### config.mk
export PLATFORM = sky130hd
export DESIGN_NAME = vector_hazard_unit
export DESIGN_NICKNAME = d
export VERILOG_FILES = /design/src/rtl/vector_hazard_unit_pkg.sv /design/src/rtl/vector_hazard_unit_fwd_mux.sv /design/src/rtl/vector_hazard_unit.sv
export SDC_FILE = /design/constraint.sdc
export NUM_CORES = 1
export LEC_CHECK = 0
export CELL_PAD_IN_SITES_DETAIL_PLACEMENT = 1
export CELL_PAD_IN_SITES_GLOBAL_PLACEMENT = 1
export CORE_MARGIN = 5
export CORE_UTILIZATION = 22
export CTS_BUF_LIST = sky130_fd_sc_hd__clkbuf_8
export DETAILED_ROUTE_END_ITERATION = 6
export HOLD_SLACK_MARGIN = 0.02
export PLACE_DENSITY = 0.95
export SETUP_SLACK_MARGIN = 0.02
export SLEW_MARGIN = 15
export SYNTH_ARGS = -nofsm -noshare
export SYNTH_HDL_FRONTEND = slang
export SYNTH_SLANG_ARGS = --single-unit
### constraint.sdc
create_clock -name clk -period 3.5 [get_ports clk]
set_clock_uncertainty 0.2 [all_clocks]
set_input_delay 0.525 -clock clk [delete_from_list [all_inputs] [get_ports clk]]
set_output_delay 0.525 -clock clk [all_outputs]
set_load 0.005 [all_outputs]
### src/rtl/vector_hazard_unit_pkg.sv
`default_nettype none
// ============================================================================
// Module      : vector_hazard_unit_pkg
// Description : Shared types for the vector hazard unit: operand source
//               select encoding, pending-load FSM states and common widths.
// Revision    : 1.0 - initial release
// ============================================================================
package vector_hazard_unit_pkg;

    // Operand source select, as presented on fwd_sel.
    typedef enum logic [1:0] {
        FWD_RF  = 2'd0,
        FWD_EX  = 2'd1,
        FWD_MEM = 2'd2
    } fwd_sel_e;

    // Pending-load tracker states.
    typedef enum logic [0:0] {
        ST_IDLE = 1'b0,
        ST_BUSY = 1'b1
    } hz_state_e;

    localparam int c_FWD_SEL_W   = 2;
    localparam int c_CNT_W       = 4;
    localparam int c_STALL_CNT_W = 16;

endpackage
`default_nettype wire

### src/rtl/vector_hazard_unit_fwd_mux.sv
`default_nettype none
// ============================================================================
// Module      : operand_fwd_mux
// Description : Per-operand address compare and forwarding select. Picks the
//               EX result (non-load producer) over the MEM/writeback result
//               over the register file, and reports load-use matches against
//               the EX load and the pending load.
// Ports       : src_addr/src_data/src_use - one decode operand
//               ex_* / mem_*               - producer destinations and data
//               pend_dest/pend_valid       - load still waiting for its data
//               fwd_data/fwd_sel           - resolved operand and its source
//               load_hit/pend_hit          - load-use hazard flags
// Revision    : 1.0 - initial release
// ============================================================================
module operand_fwd_mux
    import vector_hazard_unit_pkg::*;
#(
    parameter int DATA_W = 32,
    parameter int REG_AW = 4
) (
    input  logic [REG_AW-1:0] src_addr,
    input  logic [DATA_W-1:0] src_data,
    input  logic              src_use,
    input  logic [REG_AW-1:0] ex_dest,
    input  logic              ex_wr_en,
    input  logic              ex_is_load,
    input  logic [DATA_W-1:0] ex_res,
    input  logic [REG_AW-1:0] mem_dest,
    input  logic              mem_wr_en,
    input  logic [DATA_W-1:0] mem_res,
    input  logic [REG_AW-1:0] pend_dest,
    input  logic              pend_valid,
    output logic [DATA_W-1:0] fwd_data,
    output fwd_sel_e          fwd_sel,
    output logic              load_hit,
    output logic              pend_hit
);

    logic w_live;
    logic w_ex_match;
    logic w_mem_match;

    // Register 0 is hardwired, so it never matches any producer.
    assign w_live      = src_use && (src_addr != '0);
    assign w_ex_match  = w_live && ex_wr_en  && (ex_dest  == src_addr);
    assign w_mem_match = w_live && mem_wr_en && (mem_dest == src_addr);

    // A load in EX has no data yet; it can only raise a hazard, so an older
    // MEM producer of the same register is still the best available source.
    always_comb begin
        fwd_sel  = FWD_RF;
        fwd_data = src_data;
        if (w_ex_match && !ex_is_load) begin
            fwd_sel  = FWD_EX;
            fwd_data = ex_res;
        end else if (w_mem_match) begin
            fwd_sel  = FWD_MEM;
            fwd_data = mem_res;
        end
    end

    assign load_hit = w_ex_match && ex_is_load;
    assign pend_hit = w_live && pend_valid && (pend_dest == src_addr);

endmodule
`default_nettype wire

### src/rtl/vector_hazard_unit.sv
`default_nettype none
// ============================================================================
// Module      : vector_hazard_unit
// Description : Operand forwarding and load-use stall generation for N_SRC
//               decode operands. Forwarding is purely combinational; a small
//               FSM tracks one load in flight until its data reaches mem_res.
// Ports       : clk, rst                  - clock, sync active-high reset
//               src_addr/src_data/src_use - decode operands (slice i = op i)
//               ex_dest/ex_wr_en/ex_is_load/ex_res - EX-stage producer
//               mem_dest/mem_wr_en/mem_res         - writeback-side producer
//               fwd_data/fwd_sel          - resolved operands and sources
//               stall                     - freeze decode, bubble into EX
//               stall_cnt                 - saturating stall-cycle count
// Revision    : 1.0 - initial release
// ============================================================================
module vector_hazard_unit
    import vector_hazard_unit_pkg::*;
#(
    parameter int DATA_W   = 32,
    parameter int REG_AW   = 4,
    parameter int N_SRC    = 3,
    parameter int LOAD_LAT = 2
) (
    input  logic                      clk,
    input  logic                      rst,
    input  logic [N_SRC*REG_AW-1:0]   src_addr,
    input  logic [N_SRC*DATA_W-1:0]   src_data,
    input  logic [N_SRC-1:0]          src_use,
    input  logic [REG_AW-1:0]         ex_dest,
    input  logic                      ex_wr_en,
    input  logic                      ex_is_load,
    input  logic [DATA_W-1:0]         ex_res,
    input  logic [REG_AW-1:0]         mem_dest,
    input  logic                      mem_wr_en,
    input  logic [DATA_W-1:0]         mem_res,
    output logic [N_SRC*DATA_W-1:0]   fwd_data,
    output logic [2*N_SRC-1:0]        fwd_sel,
    output logic                      stall,
    output logic [15:0]               stall_cnt
);

    localparam logic [c_CNT_W-1:0] c_CNT_INIT = c_CNT_W'(LOAD_LAT - 1);

    hz_state_e                r_state;
    hz_state_e                w_state_nxt;
    logic [REG_AW-1:0]        r_pend_dest;
    logic [REG_AW-1:0]        w_pend_dest_nxt;
    logic [c_CNT_W-1:0]       r_cnt;
    logic [c_CNT_W-1:0]       w_cnt_nxt;
    logic [c_STALL_CNT_W-1:0] r_stall_cnt;
    logic [c_STALL_CNT_W-1:0] w_stall_cnt_nxt;

    logic [DATA_W-1:0] w_mux_data [N_SRC];
    fwd_sel_e          w_mux_sel  [N_SRC];
    logic [N_SRC-1:0]  w_load_hit;
    logic [N_SRC-1:0]  w_pend_hit;

    logic w_pend_valid;
    logic w_hazard_ex;
    logic w_hazard_pend;
    logic w_load_start;

    // The pending load only blocks readers while its data is still on the
    // way; on the cycle cnt reaches 0 the data is on mem_res and forwards.
    assign w_pend_valid = (r_state == ST_BUSY) && (r_cnt != '0);

    generate
        for (genvar i = 0; i < N_SRC; i++) begin : g_operand
            operand_fwd_mux #(
                .DATA_W (DATA_W),
                .REG_AW (REG_AW)
            ) u_mux (
                .src_addr   (src_addr[i*REG_AW +: REG_AW]),
                .src_data   (src_data[i*DATA_W +: DATA_W]),
                .src_use    (src_use[i]),
                .ex_dest    (ex_dest),
                .ex_wr_en   (ex_wr_en),
                .ex_is_load (ex_is_load),
                .ex_res     (ex_res),
                .mem_dest   (mem_dest),
                .mem_wr_en  (mem_wr_en),
                .mem_res    (mem_res),
                .pend_dest  (r_pend_dest),
                .pend_valid (w_pend_valid),
                .fwd_data   (w_mux_data[i]),
                .fwd_sel    (w_mux_sel[i]),
                .load_hit   (w_load_hit[i]),
                .pend_hit   (w_pend_hit[i])
            );

            assign fwd_data[i*DATA_W +: DATA_W] = rst ? src_data[i*DATA_W +: DATA_W]
                                                      : w_mux_data[i];
            assign fwd_sel[i*2 +: 2]            = rst ? FWD_RF : w_mux_sel[i];
        end
    endgenerate

    assign w_hazard_ex   = |w_load_hit;
    assign w_hazard_pend = |w_pend_hit;
    assign stall         = !rst && (w_hazard_ex || w_hazard_pend);
    assign stall_cnt     = r_stall_cnt;

    // A load in EX always moves on, even when decode stalls on that very
    // load, so the EX-load hazard must not block its capture. Only the
    // pending-load stall gates capture: the tracker holds a single load.
    assign w_load_start = ex_wr_en && ex_is_load && (ex_dest != '0) && !w_hazard_pend;

    always_comb begin
        w_state_nxt     = r_state;
        w_pend_dest_nxt = r_pend_dest;
        w_cnt_nxt       = r_cnt;
        w_stall_cnt_nxt = r_stall_cnt;

        if (stall && (r_stall_cnt != '1)) begin
            w_stall_cnt_nxt = r_stall_cnt + 16'd1;
        end

        case (r_state)
            ST_IDLE: begin
                if (w_load_start) begin
                    w_state_nxt     = ST_BUSY;
                    w_pend_dest_nxt = ex_dest;
                    w_cnt_nxt       = c_CNT_INIT;
                end
            end
            ST_BUSY: begin
                if (r_cnt != '0) begin
                    w_cnt_nxt = r_cnt - 4'd1;
                end else if (w_load_start) begin
                    w_pend_dest_nxt = ex_dest;
                    w_cnt_nxt       = c_CNT_INIT;
                end else begin
                    w_state_nxt = ST_IDLE;
                end
            end
            default: begin
                w_state_nxt = ST_IDLE;
            end
        endcase
    end

    always_ff @(posedge clk) begin
        if (rst) begin
            r_state     <= ST_IDLE;
            r_pend_dest <= '0;
            r_cnt       <= '0;
            r_stall_cnt <= '0;
        end else begin
            r_state     <= w_state_nxt;
            r_pend_dest <= w_pend_dest_nxt;
            r_cnt       <= w_cnt_nxt;
            r_stall_cnt <= w_stall_cnt_nxt;
        end
    end

endmodule
`default_nettype wire
==> results of run 1 <==
==> cell families after synthesis <==
family	count (synthesis)	share of synthesized area, %
AND/OR/NAND/NOR	193	24.6
adder cells (fa/ha/maj)	2	0.693
AO/OA/AOI/OAI	230	42.9
XOR/XNOR	45	10.9
multiplexers	5	1.42
flip-flops	25	13.9
buffers and inverters	52	5.61
==> how the worst max path moves through the flow <==
| stage | end | slack, ps | cells after the start |
|---|---|---|---|
| 6_report | fwd_data[84] | 70 | 11 |
| 5_1_grt | fwd_data[90] | -30 | 11 |
| 4_1_cts | fwd_data[13] | -40 | 10 |
| 3_5_place_dp | fwd_data[66] | -560 | 9 |
| 3_3_place_gp | fwd_data[28] | -370 | 10 |
| 2_1_floorplan | fwd_data[76] | 800 | 7 |
==> sequential cells by signal (all words and copies together), names as in the netlist <==
register,count
r_cnt,4
r_state,1
r_pend_dest,4
stall_cnt,16
==> power breakdown <==
group          internal, mW  total, mW  switching, mW
registers             0.290      0.298        0.00795
logic                 0.394      0.691          0.297
clock network        0.0799      0.179         0.0988
==> Yosys cell counts (all sizes together), types with 4 or more instances <==
master and n:
clkbuf 39, dfxtp 25, nor2b 10, nor2 30, mux2i 4, inv 6
buf 7, a22oi 96, nand3 10, nor3 9, xor2 11, xnor2 34
o21ai 100, a21oi 12, nor4 7, nand2 109, nand4 4, and3 4
==> cell type report <==
class	instances	share of cell area, %
sequential	25	6.13
tap	216	3.31
clock inverter	1	0.0613
multi-input combinational	475	38.9
timing repair buffer	423	50.7
inverter	6	0.276
antenna	2	0.0613
clock buffer	3	0.505
==> layer usage <==
| metal | track usage [%] | routed length (um) | vias to the layer above |
|---|---|---|---|
| met4 | 8.22 | 791 | 0 |
| met3 | 4.72 | 1600 | 53 |
| li1 | - | - | 2799 |
| met2 | 46.9 | 13700 | 313 |
| met1 | 29.0 | 10200 | 3035 |
| met5 | 0 | 0 | - |
==> timing repair <==
| action | in CTS | in global routing |
|---|---|---|
| setup endpoints to repair | 103 | 47 |
| hold buffers | 0 | 0 |
| buffers inserted | 17 | 15 |
| resized for setup | 168 | 65 |
| pin swaps | 18 | 17 |
| gates cloned | 3 | 1 |
==> stage by stage <==
stage	util [%]	worst slack (ps)
2_1_floorplan	-	803
3_3_place_gp	47.7	-369
3_5_place_dp	47.7	-557
4_1_cts	49.5	-42.4
5_1_grt	51.1	-31.1
6_report	51.1	70.3
==> worst max-delay path, cell delays in order <==
cell             delay (ps)
clkdlybuf4s50_1         510
o41ai_4                 100
buf_4                   150
nor4_2                  160
and3_4                  240
nor2b_4                 150
buf_4                   110
bufbuf_16               250
a22oi_1                  70
o21ai_1                 150
dlygate4sd2_1           280
==> impl_metrics.csv, run 1 <==
group,metric,value,unit
outcome,status,"completed",
final_layout,mostFrequentLayoutCell,"clkdlybuf4s50_1",
drt,wirelength,26300,um
yosys,synth_fp_nets,742,
drt,via_per_inst,5.39,
placement,placed_cells,1109,
global_route,grt_pass1_wl,39100,um
sta,period_needed,3430,ps
final_layout,mostFrequentLayoutCells,"clkdlybuf4s50_1, nand2_1, a22oi_1, dlygate4sd2_1, buf_4",
placement,placed_cell_area,7640,sq um
pwr,power.density,143,nW/um^2
floorplanning,die_area,19100,sq um
min_path,hold_end,"r_cnt[0]$_SDFF_PP0_",
worst_setup_path,endpoint_kind,"output port",
clocking,cts_buffers,3,
clocking,clkTransAtPathRegs,90,ps
clocking,clk_path_buf_depth,2,
clocking,htreeDepth,1,
worst_setup_path,crit_path_max_fanout,6,
floorplanning,core_area,16000,sq um
sta,maxSlewViolCount,0,
yosys,ys_warn_count,0,
placement,dp_hpwl,20500,um
floorplanning,die_h,138,um
sta,finalSetupViolations,0,
worst_setup_path,reg2regPathDepth,8,
worst_setup_path,critPathLaunchType,"input port",
final_layout,nFillCells,1962,
sta,max_slew_margin,61.7,%
yosys,synth_top_area_share,20.0,%
final_layout,multi_input_area,3180,sq um
pwr,leakagePower,3.36,nW
floorplanning,rows,46,
yosys,syn_area,3610,sq um
yosys,ys.flop_type,"dfxtp_1",
min_path,hp-start,"r_cnt[0]$_SDFF_PP0_",
clocking,clock-root-buffer,"clkbuf_8",
sta,report.final.hold_viol_count,0,
worst_setup_path,rr_endpoint,"stall_cnt[7]$_SDFFE_PP0P_",
worst_setup_path,cp.arrival,2700,ps
final_layout,design_area,8170,sq um
drt,dr.pass1.iters,5,
clocking,tritoncts,"built",
drt,ant_nets,0,
yosys,synth_area_per_cell,6.54,sq um
sta,tightest_slew,574,ps
final_layout,nets,1124,
placement,portBuffers,306,
final_layout,synthToLayoutAreaGrowth,126,%
final_layout,seq_area,500,sq um
sta,fmax,292,MHz
global_route,grt_pass1_vias,6679,
yosys,syn_inst,552,
clocking,cts.sinks,25,
worst_setup_path,r2r-start,"r_pend_dest[1]$_SDFFE_PP0P_",
sta,finalCritPeriodShare,98.0,%
floorplanning,initial_core_util,22.6,%
global_route,antenna_found_initial,2,
drt,route.detailed.drc,0,
min_path,hold_path_depth,2,
global_route,grt_max_degree,82,
floorplanning,fp.dieW,138,um
worst_setup_path,criticalPathCategory,"in2out",
sta,setup_tns,0,ps
clocking,clock_latency,270,ps
sta,rsz0062_at_grt,"yes",
placement,routabilityCongestion,0.875,
pwr,ir_worst_vdd,0.166,mV
min_path,hold_path_class,"reg2reg",
yosys,synth_area_leader_cell,"a22oi_1",
global_route,overflow,0,
drt,via_count,6200,
yosys,yosysSeqAreaShare,13.9,%
worst_setup_path,rrSetupSlack,830,ps
pwr,power,1.17,mW
yosys,synth_seq_cells,25,
worst_setup_path,critPathLaunch,"src_use[2]",
worst_setup_path,cp_data_required_time,2770,ps
final_layout,drive_gt1_share,20.2,%
sta,whs,326,ps
drt,avgRoutedWirePerCell,22.8,um
yosys,yosys-top-cells-area,"a22oi_1, dfxtp_1, o21ai_0",
yosys,async_reset_ff_share,0,%
yosys,synth_edf_count,0,
drt,drt-initial-drc-count,350,
floorplanning,pin_count,307,
global_route,track_usage,25.3,%
job,maxCapViolCount,0,
final_layout,stdcell_count,1151,
yosys,synth_cell_types,47,
Note: power is estimated with default switching activity, not from simulation.
==> run 2: changes to the inputs <==
- CTS_CLUSTER_SIZE: default -> 25
- PLACE_DENSITY: 0.95 -> 0.86
==> impl_metrics.csv, run 2 (synthesis results as in run 1) <==
group,metric,value,unit
sta,worst_slack,57.6,ps
floorplanning,die_h,138,um
drt,via_per_inst,5.29,
global_route,track_usage,25.3,%
clocking,cts.sinks,25,
clocking,tritoncts,"built",
clocking,cts_buffers,3,
drt,wirelength,26600,um
sta,period_needed,3440,ps
sta,rsz0062_at_grt,"yes",
final_layout,mostFrequentLayoutCell,"clkdlybuf4s50_1",
pwr,power.density,139,nW/um^2
sta,maxSlewViolCount,0,
min_path,hp-start,"r_cnt[1]$_SDFF_PP0_",
global_route,antenna_found_initial,3,
sta,finalCritPeriodShare,98.4,%
sta,report.final.hold_viol_count,0,
drt,dr.pass1.iters,5,
global_route,grt_pass1_wl,39000,um
drt,avgRoutedWirePerCell,22.9,um
sta,fmax,290,MHz
min_path,hold_path_class,"reg2reg",
worst_setup_path,critPathLaunch,"src_addr[5]",
final_layout,drive_gt1_share,21.8,%
worst_setup_path,cp_common_cell,"buf_12",
floorplanning,rows,46,
placement,dp_hpwl,19500,um
job,maxCapViolCount,0,
drt,drt-initial-drc-count,292,
worst_setup_path,cp_slowest_cell,"o41ai_4",
sta,max_slew_margin,59.3,%
global_route,grt_pass1_vias,6589,
drt,wl_met1,10400,um
final_layout,nets,1130,
worst_setup_path,r2r-start,"r_pend_dest[1]$_SDFFE_PP0P_",
worst_setup_path,critical_path_buf_inv_count,7,
drt,ant_nets,0,
worst_setup_path,critPathLaunchType,"input port",
worst_setup_path,endpoint_kind,"output port",
clocking,htreeDepth,1,
placement,pre_cts_slack,-575,ps
worst_setup_path,critPathMaxStageDelay,420,ps
worst_setup_path,criticalPathCategory,"in2out",
placement,portBuffers,306,
floorplanning,die_area,19100,sq um
drt,route.detailed.drc,0,
clocking,postCtsHoldBufs,0,
final_layout,mostFrequentLayoutCells,"clkdlybuf4s50_1, nand2_1, buf_4, a22oi_1, dlygate4sd2_1",
floorplanning,core_area,16000,sq um
outcome,status,"completed",
clocking,clock_latency,270,ps
drt,dr_wl_met2,13800,um
worst_setup_path,path_delay_family,"buffers and inverters",
clocking,clock-root-buffer,"clkbuf_8",
pwr,leakagePower,3.45,nW
worst_setup_path,crit_path_max_fanout,6,
final_layout,largest_register_ffs,16,
drt,via_count,6130,
sta,tightest_slew,610,ps
drt,dr_wl_met3,1430,um
sta,whs,330,ps
sta,finalSetupViolations,0,
global_route,overflow,0,
pwr,ir_worst_vdd,0.166,mV
worst_setup_path,cp_cell_sequence,"clkdlybuf4s15_2 > o41ai_4 > buf_4 > buf_12 > nor4_4 > buf_12 > nor2b_4 > buf_12 > bufbuf_16 > a22oi_1 > o21ai_0 > dlygate4sd2_1",
clocking,clk_path_buf_depth,2,
final_layout,synthToLayoutAreaGrowth,132,%
floorplanning,initial_core_util,22.6,%
worst_setup_path,cp.arrival,2720,ps
floorplanning,fp.dieW,138,um
global_route,grt_max_degree,56,
drt,top_layer,"met4",
clocking,clkTransAtPathRegs,90,ps
worst_setup_path,cp_data_required_time,2770,ps
placement,routabilityCongestion,0.881,
floorplanning,pin_count,307,
sta,setup_tns,0,ps
-- run 2: changes by cell type in the layout (fill, tap and decap cells not counted), moves of 3 or more --
| cell | change |
|---|---|
| clkdlybuf4s15_1 | +3 |
| xnor2_2 | -3 |
| dlymetal6s2s_1 | +5 |
| a22oi_1 | -10 |
| buf_2 | +3 |
| xnor2_1 | +4 |
| a22oi_2 | +10 |
| clkdlybuf4s15_2 | +3 |
| buf_12 | +7 |
| dlygate4sd2_1 | -13 |
| o21ai_0 | +4 |
| o21ai_1 | -6 |
-- run 2: worst paths after layout --
path,end,slack [ps],depth (start not counted)
setup / recovery,fwd_data[42],60,12
setup reg to reg,stall_cnt[7]$_SDFFE_PP0P_,830,8
hold / removal,r_cnt[1]$_SDFF_PP0_,330,2
hold reg to reg,r_cnt[1]$_SDFF_PP0_,330,2
-- run 2: through the flow --
step	cell area [sq um]	power, mW	cells	utilization [%]
after global placement	7570	0.957	1096	47.3
after CTS	8130	1.15	1134	50.8
after floorplan	3610	0.475	552	-
final	8370	1.17	1159	52.3
after global routing	8370	1.23	1159	52.3
after detailed placement	7570	0.978	1096	47.3
-- run 2: power breakdown --
group          switching, mW  leakage (nW)  internal [mW]
clock                 0.0970        0.0217         0.0808
sequential           0.00768         0.202          0.290
combinational          0.294          3.22          0.396
total                  0.398          3.45          0.767
-- run 2: cell type report --
type / instances / area, sq um
fill: 1948 / 7630
tap: 216 / 270
sequential: 25 / 500
antenna: 4 / 10.0
clock buffer: 3 / 41.3
inverter: 6 / 22.5
clock inverter: 1 / 7.51
timing repair buffer: 429 / 4340
multi-input combinational: 475 / 3180
-- run 2: layer usage --
metal,vias to the layer above,global-route usage [%]
li1,2814,-
met1,2975,28.4
met2,284,47.6
met3,57,4.31
met4,0,9.41
met5,-,0
-- run 2: timing repair --
| item | in CTS | in global routing |
|---|---|---|
| setup endpoints to repair | 103 | 52 |
| gates cloned | 7 | 0 |
| setup buffers | 27 | 21 |
| pin swaps | 14 | 17 |
| gates resized for setup | 169 | 87 |
| hold endpoints to repair | 0 | 0 |
-- run 2: worst min-delay path: cells and delay by family, from the launching register on --
| kind | cells | cell delay (ps) |
|---|---|---|
| simple gates | 1 | 70 |
| compound gates | 1 | 70 |
| flops | 1 | 360 |
